`src/rtl/nubus_slave_resp.sv`:
```
// NuBus slave response sequencer: native memory handshake, optional wait
// states, ACK/status/read-data drive. Optional macro NUBUS_SLAVE_RESP_TIMEOUT_EN.
//
// Ports:
//   nub_clkn, reset              clock (rising edge) and async active-high reset
//   mem_valid/write/addr/wdata   slave transaction from the controller
//   mem_ready                    one-cycle done pulse back to the controller
//   ram_req/we/addr/wdata        native memory request
//   ram_rdata, ram_gnt           native read data and access complete
//   nub_ackn_o, nub_tm1n_o,
//   nub_tm0n_o                   active-low NuBus ACK and status drive
//   nub_adn_o, nub_ad_oe_o       inverted read data and its output enable
module nubus_slave_resp #(
  parameter int unsigned WAIT_CYCLES    = 0,
  parameter int unsigned TIMEOUT_CYCLES = 255
) (
  input  logic        nub_clkn,
  input  logic        reset,
  input  logic        mem_valid,
  input  logic [3:0]  mem_write,
  input  logic [31:0] mem_addr,
  input  logic [31:0] mem_wdata,
  output logic        mem_ready,
  output logic        ram_req,
  output logic [3:0]  ram_we,
  output logic [21:0] ram_addr,
  output logic [31:0] ram_wdata,
  input  logic [31:0] ram_rdata,
  input  logic        ram_gnt,
  output logic        nub_ackn_o,
  output logic        nub_tm1n_o,
  output logic        nub_tm0n_o,
  output logic [31:0] nub_adn_o,
  output logic        nub_ad_oe_o
);

  if (WAIT_CYCLES > 15 || TIMEOUT_CYCLES < 1 ||
      TIMEOUT_CYCLES > 255) begin : g_param_chk
    $error("nubus_slave_resp: parameter out of range");
  end

  typedef enum logic [2:0] {
    S_IDLE,
    S_REQ,
    S_WAIT,
    S_ACK,
    S_RECOVER
  } state_t;

  localparam logic [3:0] WAIT_LD = 4'(WAIT_CYCLES);

  state_t      state_q, state_d;
  logic [3:0]  we_q;
  logic [21:0] addr_q;
  logic [31:0] wdata_q;
  logic [31:0] rdata_q;
  logic        rd_q;
  logic        tout_q;
  logic [3:0]  wait_q;
  logic        tmo;

`ifdef NUBUS_SLAVE_RESP_TIMEOUT_EN
  localparam logic [7:0] TO_LAST = 8'(TIMEOUT_CYCLES - 1);
  logic [7:0] to_cnt_q;

  // Fires in the last allowed REQ cycle; a grant in that cycle wins.
  assign tmo = (state_q == S_REQ) && !ram_gnt &&
               (to_cnt_q == TO_LAST);
`else
  assign tmo = 1'b0;
`endif

  always_comb begin
    state_d = state_q;
    unique case (state_q)
      S_IDLE: begin
        if (mem_valid) state_d = S_REQ;
      end
      S_REQ: begin
        if (ram_gnt) begin
          state_d = (WAIT_CYCLES != 0) ? S_WAIT : S_ACK;
        end else if (tmo) begin
          state_d = S_ACK;
        end
      end
      S_WAIT: begin
        if (wait_q <= 4'd1) state_d = S_ACK;
      end
      S_ACK:     state_d = S_RECOVER;
      S_RECOVER: state_d = S_IDLE;
      default:   state_d = S_IDLE;
    endcase
  end

  always_ff @(posedge nub_clkn or posedge reset) begin
    if (reset) begin
      state_q  <= S_IDLE;
      we_q     <= '0;
      addr_q   <= '0;
      wdata_q  <= '0;
      rdata_q  <= '0;
      rd_q     <= 1'b0;
      tout_q   <= 1'b0;
      wait_q   <= '0;
`ifdef NUBUS_SLAVE_RESP_TIMEOUT_EN
      to_cnt_q <= '0;
`endif
    end else begin
      state_q <= state_d;
      unique case (state_q)
        S_IDLE: begin
          if (mem_valid) begin
            we_q     <= mem_write;
            addr_q   <= mem_addr[23:2];
            wdata_q  <= mem_wdata;
            rd_q     <= (mem_write == 4'd0);
            rdata_q  <= '0;
            tout_q   <= 1'b0;
`ifdef NUBUS_SLAVE_RESP_TIMEOUT_EN
            to_cnt_q <= '0;
`endif
          end
        end
        S_REQ: begin
          if (ram_gnt) begin
            if (rd_q) rdata_q <= ram_rdata;
            wait_q <= WAIT_LD;
          end else if (tmo) begin
            tout_q  <= 1'b1;
            rdata_q <= '0;
          end
`ifdef NUBUS_SLAVE_RESP_TIMEOUT_EN
          to_cnt_q <= to_cnt_q + 8'd1;
`endif
        end
        S_WAIT: begin
          wait_q <= wait_q - 4'd1;
        end
        default: ;
      endcase
    end
  end

  assign ram_req     = (state_q == S_REQ);
  assign ram_we      = we_q;
  assign ram_addr    = addr_q;
  assign ram_wdata   = wdata_q;
  assign mem_ready   = (state_q == S_ACK);
  assign nub_ackn_o  = !mem_ready;
  assign nub_ad_oe_o = mem_ready && rd_q;
  assign nub_tm1n_o  = !(mem_ready && tout_q);
  assign nub_tm0n_o  = 1'b1;
  assign nub_adn_o   = ~rdata_q;

endmodule

```
`config.mk`:
```
export PLATFORM = sky130hd
export DESIGN_NAME = nubus_slave_resp
export DESIGN_NICKNAME = d
export VERILOG_FILES = /design/src/rtl/nubus_slave_resp.sv
export SDC_FILE = /design/constraint.sdc
export NUM_CORES = 1
export LEC_CHECK = 0
export BUFFER_PORTS_ARGS = -buffer_cell sky130_fd_sc_hd__buf_4
export CORE_MARGIN = 3
export CORE_UTILIZATION = 49
export DETAILED_ROUTE_END_ITERATION = 8
export PLACE_DENSITY_LB_ADDON = 0.12
export SYNTH_ARGS = -nofsm -noshare
export SYNTH_HDL_FRONTEND = slang
export SYNTH_SLANG_ARGS = --single-unit
export TNS_END_PERCENT = 50
```
`constraint.sdc`:
```
create_clock -name nub_clkn -period 7.5 [get_ports nub_clkn]
set_input_delay 0.375 -clock nub_clkn [delete_from_list [all_inputs] [get_ports nub_clkn]]
set_output_delay 0.375 -clock nub_clkn [all_outputs]
set_load 0.01 [all_outputs]
```
## Yosys cells after proc, flatten, opt, wreduce, memory -nomap -nowiden

Cells that the tools add are included.

| word-level totals | value |
|---|---|
| word-level logic and storage cells | 37 |
| bits in writable memories | 0 |
| output and inout port bits | 96 |
| register bits | 98 |
| bits in read-only memories | 0 |
| bits in latches | 0 |
| input bits | 104 |
| memories kept | 0 |

| cells by class | value |
|---|---|
| multiplexer cells | 10 |
| reductions and logical operators | 10 |
| multipliers | 0 |
| shift operators | 0 |
| $add $sub $neg | 1 |
| equality and inequality tests | 7 |
| bitwise logic cells | 1 |
| magnitude comparators | 1 |
| div/mod/pow operators | 0 |

Operator list:

| cell | count |
|---|---|
| $mux W32 | 3 |
| $pmux W32 S2 | 1 |
| $not A32 Y32 | 1 |
| $pmux W3 S4 | 1 |
| $mux W3 | 3 |
| $pmux W4 S2 | 1 |
| $eq A3 B2 Y1 const B | 2 |
| $le A4 B1 Y1 const B | 1 |
| $logic_not A4 Y1 | 1 |
| $mux W4 | 1 |
| $ne A2 B1 Y1 const B | 2 |
| $ne A2 B2 Y1 const B | 2 |
| $reduce_and A2 Y1 | 2 |
| $reduce_and A4 Y1 | 1 |
| $reduce_bool A2 Y1 | 2 |
| $sub A4 B1 Y4 const B | 1 |
| $eq A3 B1 Y1 const B | 1 |
| $logic_not A3 Y1 | 1 |
| $reduce_and A3 Y1 | 1 |
| $logic_and A1 B1 Y1 | 1 |
| $logic_not A1 Y1 | 1 |

## Depth between registers and ports, before layout

| logic depth | value |
|---|---|
| depth after elaboration | 3 |
| mapped depth | 6 |

## Worst setup path after synthesis

Ideal clock, no wire load.

| timing path | value |
|---|---|
| kind | register to register |
| start point | reg state_q[0] |
| end point | reg addr_q[0], in the netlist ram_addr[0] |
| setup slack | 5.990 ns |
| arrival time | 1.386 ns |
| path buffers | 3 |
| setup time | 0.125 ns |
| cell stages (with the launch flop) | 6 |
| data required time | 7.375 ns |
| cells stage by stage | dfrtp_1 buf_2 nor4b_2 buf_4 buf_4 mux2_2 |

| on the way | value |
|---|---|
| cells in the longest elaborated chain, start to end | 2 |

Ends and longest elaborated chain:

| item | line | RTL |
|---|---|---|
| start: declaration | 52 | `state_t state_q, state_d;` |
| start signal: assignment | 109 | `state_q <= state_d;` |
| $logic_not A3 Y1 | 110 | `unique case (state_q)` |
| $reduce_and A2 Y1 (no line) | - |  |
| end signal: assignment | 114 | `addr_q <= mem_addr[23:2];` |
| end: declaration | 54 | `logic [21:0] addr_q;` |

Every way passes these cells.
A chain may end at the register's enable or synchronous reset.

## Worst setup path in the final report

| timing path | value |
|---|---|
| start point | reg state_q[1] |
| end point | reg wdata_q[6], in the netlist ram_wdata[6] |

| on the way | value |
|---|---|
| cells in the longest elaborated chain, start to end | 2 |

Ends and longest elaborated chain:

| item | line | RTL |
|---|---|---|
| $logic_not A3 Y1 | 110 |  |
| $reduce_and A2 Y1 (no line) | - |  |
| end signal: assignment | 115 | `wdata_q <= mem_wdata;` |
| end: declaration | 55 | `logic [31:0] wdata_q;` |

Every way passes these cells.

==> reports/qor.csv <==
metric,value,unit
clock-skew-final,0.0108,ns
worstSetupStartpoint,state_q[1],
library_cell_used_as_clock_root_buffer,clkbuf_8,
postLayoutCellArea,0.00570,mm²
grt_antenna_before_repair,0,
dominant_combinational_cell_family_by_area_after_synthesis,multiplexers,
vias,2941,
synth-edff-count,0,
avgViaCountPerCell,4.88,
io_pins,200,
timing.rr.start,state_q[1],
min_tclk_post_route,2.30,ns
post-route-period-util,30.6,%
vdd_drop_max,0.000205,V
syn-mean-instance-area,13.1,µm²
clk_pin_slew,0.09,ns
synthMostInstantiatedCell,dfrtp_1,
grt_util_all_layers,19.4,%
timing.reg2reg.worst_path_depth,3,
num_antenna_cells,0,
htree_num_levels,3,
core_area,0.00789,mm²
totalNegativeSetupSlack,0,ns
synth-compound-area-share,1.63,%
synthMuxAreaShare,25.4,%
areaGrowthSynthToFinish,39.7,%
timing.critical_path.to_type,flip-flop,
postRouteAntennaNets,0,
post-cts-setup-buffers,0,
setup.worst_path.class,flip-flop to flip-flop,
fp-row-count,32,
hpwl,6590,µm
clkLatencyLatePin,0.35,ns
largest_net_degree_at_the_start_of_global_routing,92,
yosys.area_share.adder,0.613,%
detail_route.drc_violations,0,
worst_path_setup_slack_after_routing,5.20,ns
ctsLongestPathBuffers,2,
totalPowerFinal,2.18,mW
drt_first_iter_violations,94,
post_synth_and_or_nand_nor_area_fraction,5.89,%
wl_cell,14.9,µm
synth.yosys.seq_area_share,60.1,%
final-hold-violation-count,0,
grt_first_pass_wirelength,14700,µm
timing.max_cap.violations,0,
crit_fanout,91,
yosys_warnings,0,
final-max-slew-violation-count,0,
power.share.switching,33.1,%
critPathArrivalTime,2.53,ns
power_density,382,mW/mm²
die_area,0.00946,mm²
p_switching,722,µW
run_status,"complete, no violations",
cts_repair_resize_count,0,
layout-drive-gt1-share,59.1,%
required,7.74,ns
tritoncts.num_buffers,9,
placed_area,0.00554,mm²
initial_core_util,51.7,%
drt_pre_antenna_iters,4,
routed_wirelength,9010,µm
combinationalPowerShare,45.7,%
synth_largest_type_area_fraction,60.1,%
finalNetCount,602,
hold_buffers,0,
synthTopCellsByCount,"dfrtp_1 (98), mux2_2 (91), inv_1 (36), nor2_1 (36), buf_4 (12)",
clockPowerShare,13.5,%
dp_slack,5.22,ns
yosys_most_used_dff,dfrtp_1,
vias_in_the_first_global_route,3000,
cts_sinks,98,
die_w,97.3,µm
worst_hold_path_type,input pin to asynchronous set/reset pin,
tritoncts,done,
cellInternalPower,1.46,mW
grt_setup_unrepaired,false,
nature_of_the_critical_path_startpoint,flip-flop,
global_route.overflow_total,0,
syn-instance-count,311,
relSlewSlack,29.1,%
sequentialPowerShare,40.8,%
synthXorXnorAreaFrac,0.215,%
final_setup_viols,0,
timing.fmax,435,MHz
yosys_register_bits,98,
ys_async_sr_fraction,100,%
port-buffer-count,187,
yosys.area.top_type,dfrtp_1,
p_leak,2.82,nW
tightest_slew,1.06,ns
synthTopCellsByArea,"dfrtp_1 (60%), mux2_2 (25%), inv_1 (3.3%), nor2_1 (3.3%), buf_4 (2.2%)",
die_height,97.3,µm
ys_types,27,
globalplace.congestion,0.859,
post_synth_instance_area,0.00408,mm²
power by group through the flow:
stage	logic, mW	registers [mW]	clock network [mW]
after floorplan	0.481	0.953	0
after global placement	0.986	0.888	0
after detailed placement	1.01	0.902	0
after CTS	1.01	0.893	0.306
after global routing	1.08	0.925	0.331
final	0.995	0.890	0.295
per-layer routing:
metal,routed length (µm),global-route usage [%]
met1,3500,22.8
met2,4700,33.9
met3,616,5.67
met4,187,6.82
met5,0,0
cell families after synthesis:
logic type	Yosys count
fa+ha+maj	2
buf+inv	53
simple gates	53
compound gates	11
mux	92
other cells	1
xor+xnor	1
flops	98
cell usage in the layout, fill, tap and decap left out, types with 2 or more instances in the layout:
master	netlist	routed
clkbuf_1	1	3
dfrtp_1	98	98
and2_1	2	2
ha_1	2	2
clkinvlp_4	0	2
clkbuf_8	0	9
conb_1	1	2
a211oi_1	2	2
buf_4	12	190
mux2_2	91	91
nor3_1	3	3
o21ai_0	2	2
a21oi_1	5	5
inv_1	36	35
nand2_1	3	3
nor2_1	36	36
nor2b_1	2	2
worst paths after layout:
kind	endpoint	slack [ns]
max	ram_wdata[6]	5.20
min	rdata_q[29]	0.09
min reg2reg	ram_wdata[22]	0.51
max reg2reg	ram_wdata[6]	5.20
min in group nub_clkn	ram_wdata[28]	0.25
max in group asynchronous	rdata_q[15]	6.34
metrics by stage:
step / utilization, % / std cells / hold WS (ns)
2_1_floorplan: - / 312 / 0.495
3_3_place_gp: 70.2 / 587 / 0.490
3_5_place_dp: 70.2 / 587 / 0.496
4_1_cts: 72.3 / 603 / 0.109
5_1_grt: 72.3 / 603 / 0.111
6_report: 72.3 / 603 / 0.0891
worst max-delay path: stages (launching register included):
cell	delay, ns
dfrtp_1	0.54
nor4b_4	0.31
buf_4	0.82
mux2_2	0.43
state kept, by name, indices dropped and copies added, names as in the netlist:
name       flops
ram_addr      22
rd_q           1
ram_we         4
state_q        3
wait_q         4
rdata_q       32
ram_wdata     32
cell type report:
type                    count  area [µm²]
well taps                 102         128
multi-input cells         161        1390
inverters                  36         138
flip-flops and latches     98        2450
clock inverters             4        28.8
fillers                   591        2190
clock buffers              12         135
repair buffers            190        1430
No activity file was read; power rests on OpenSTA's default activity.
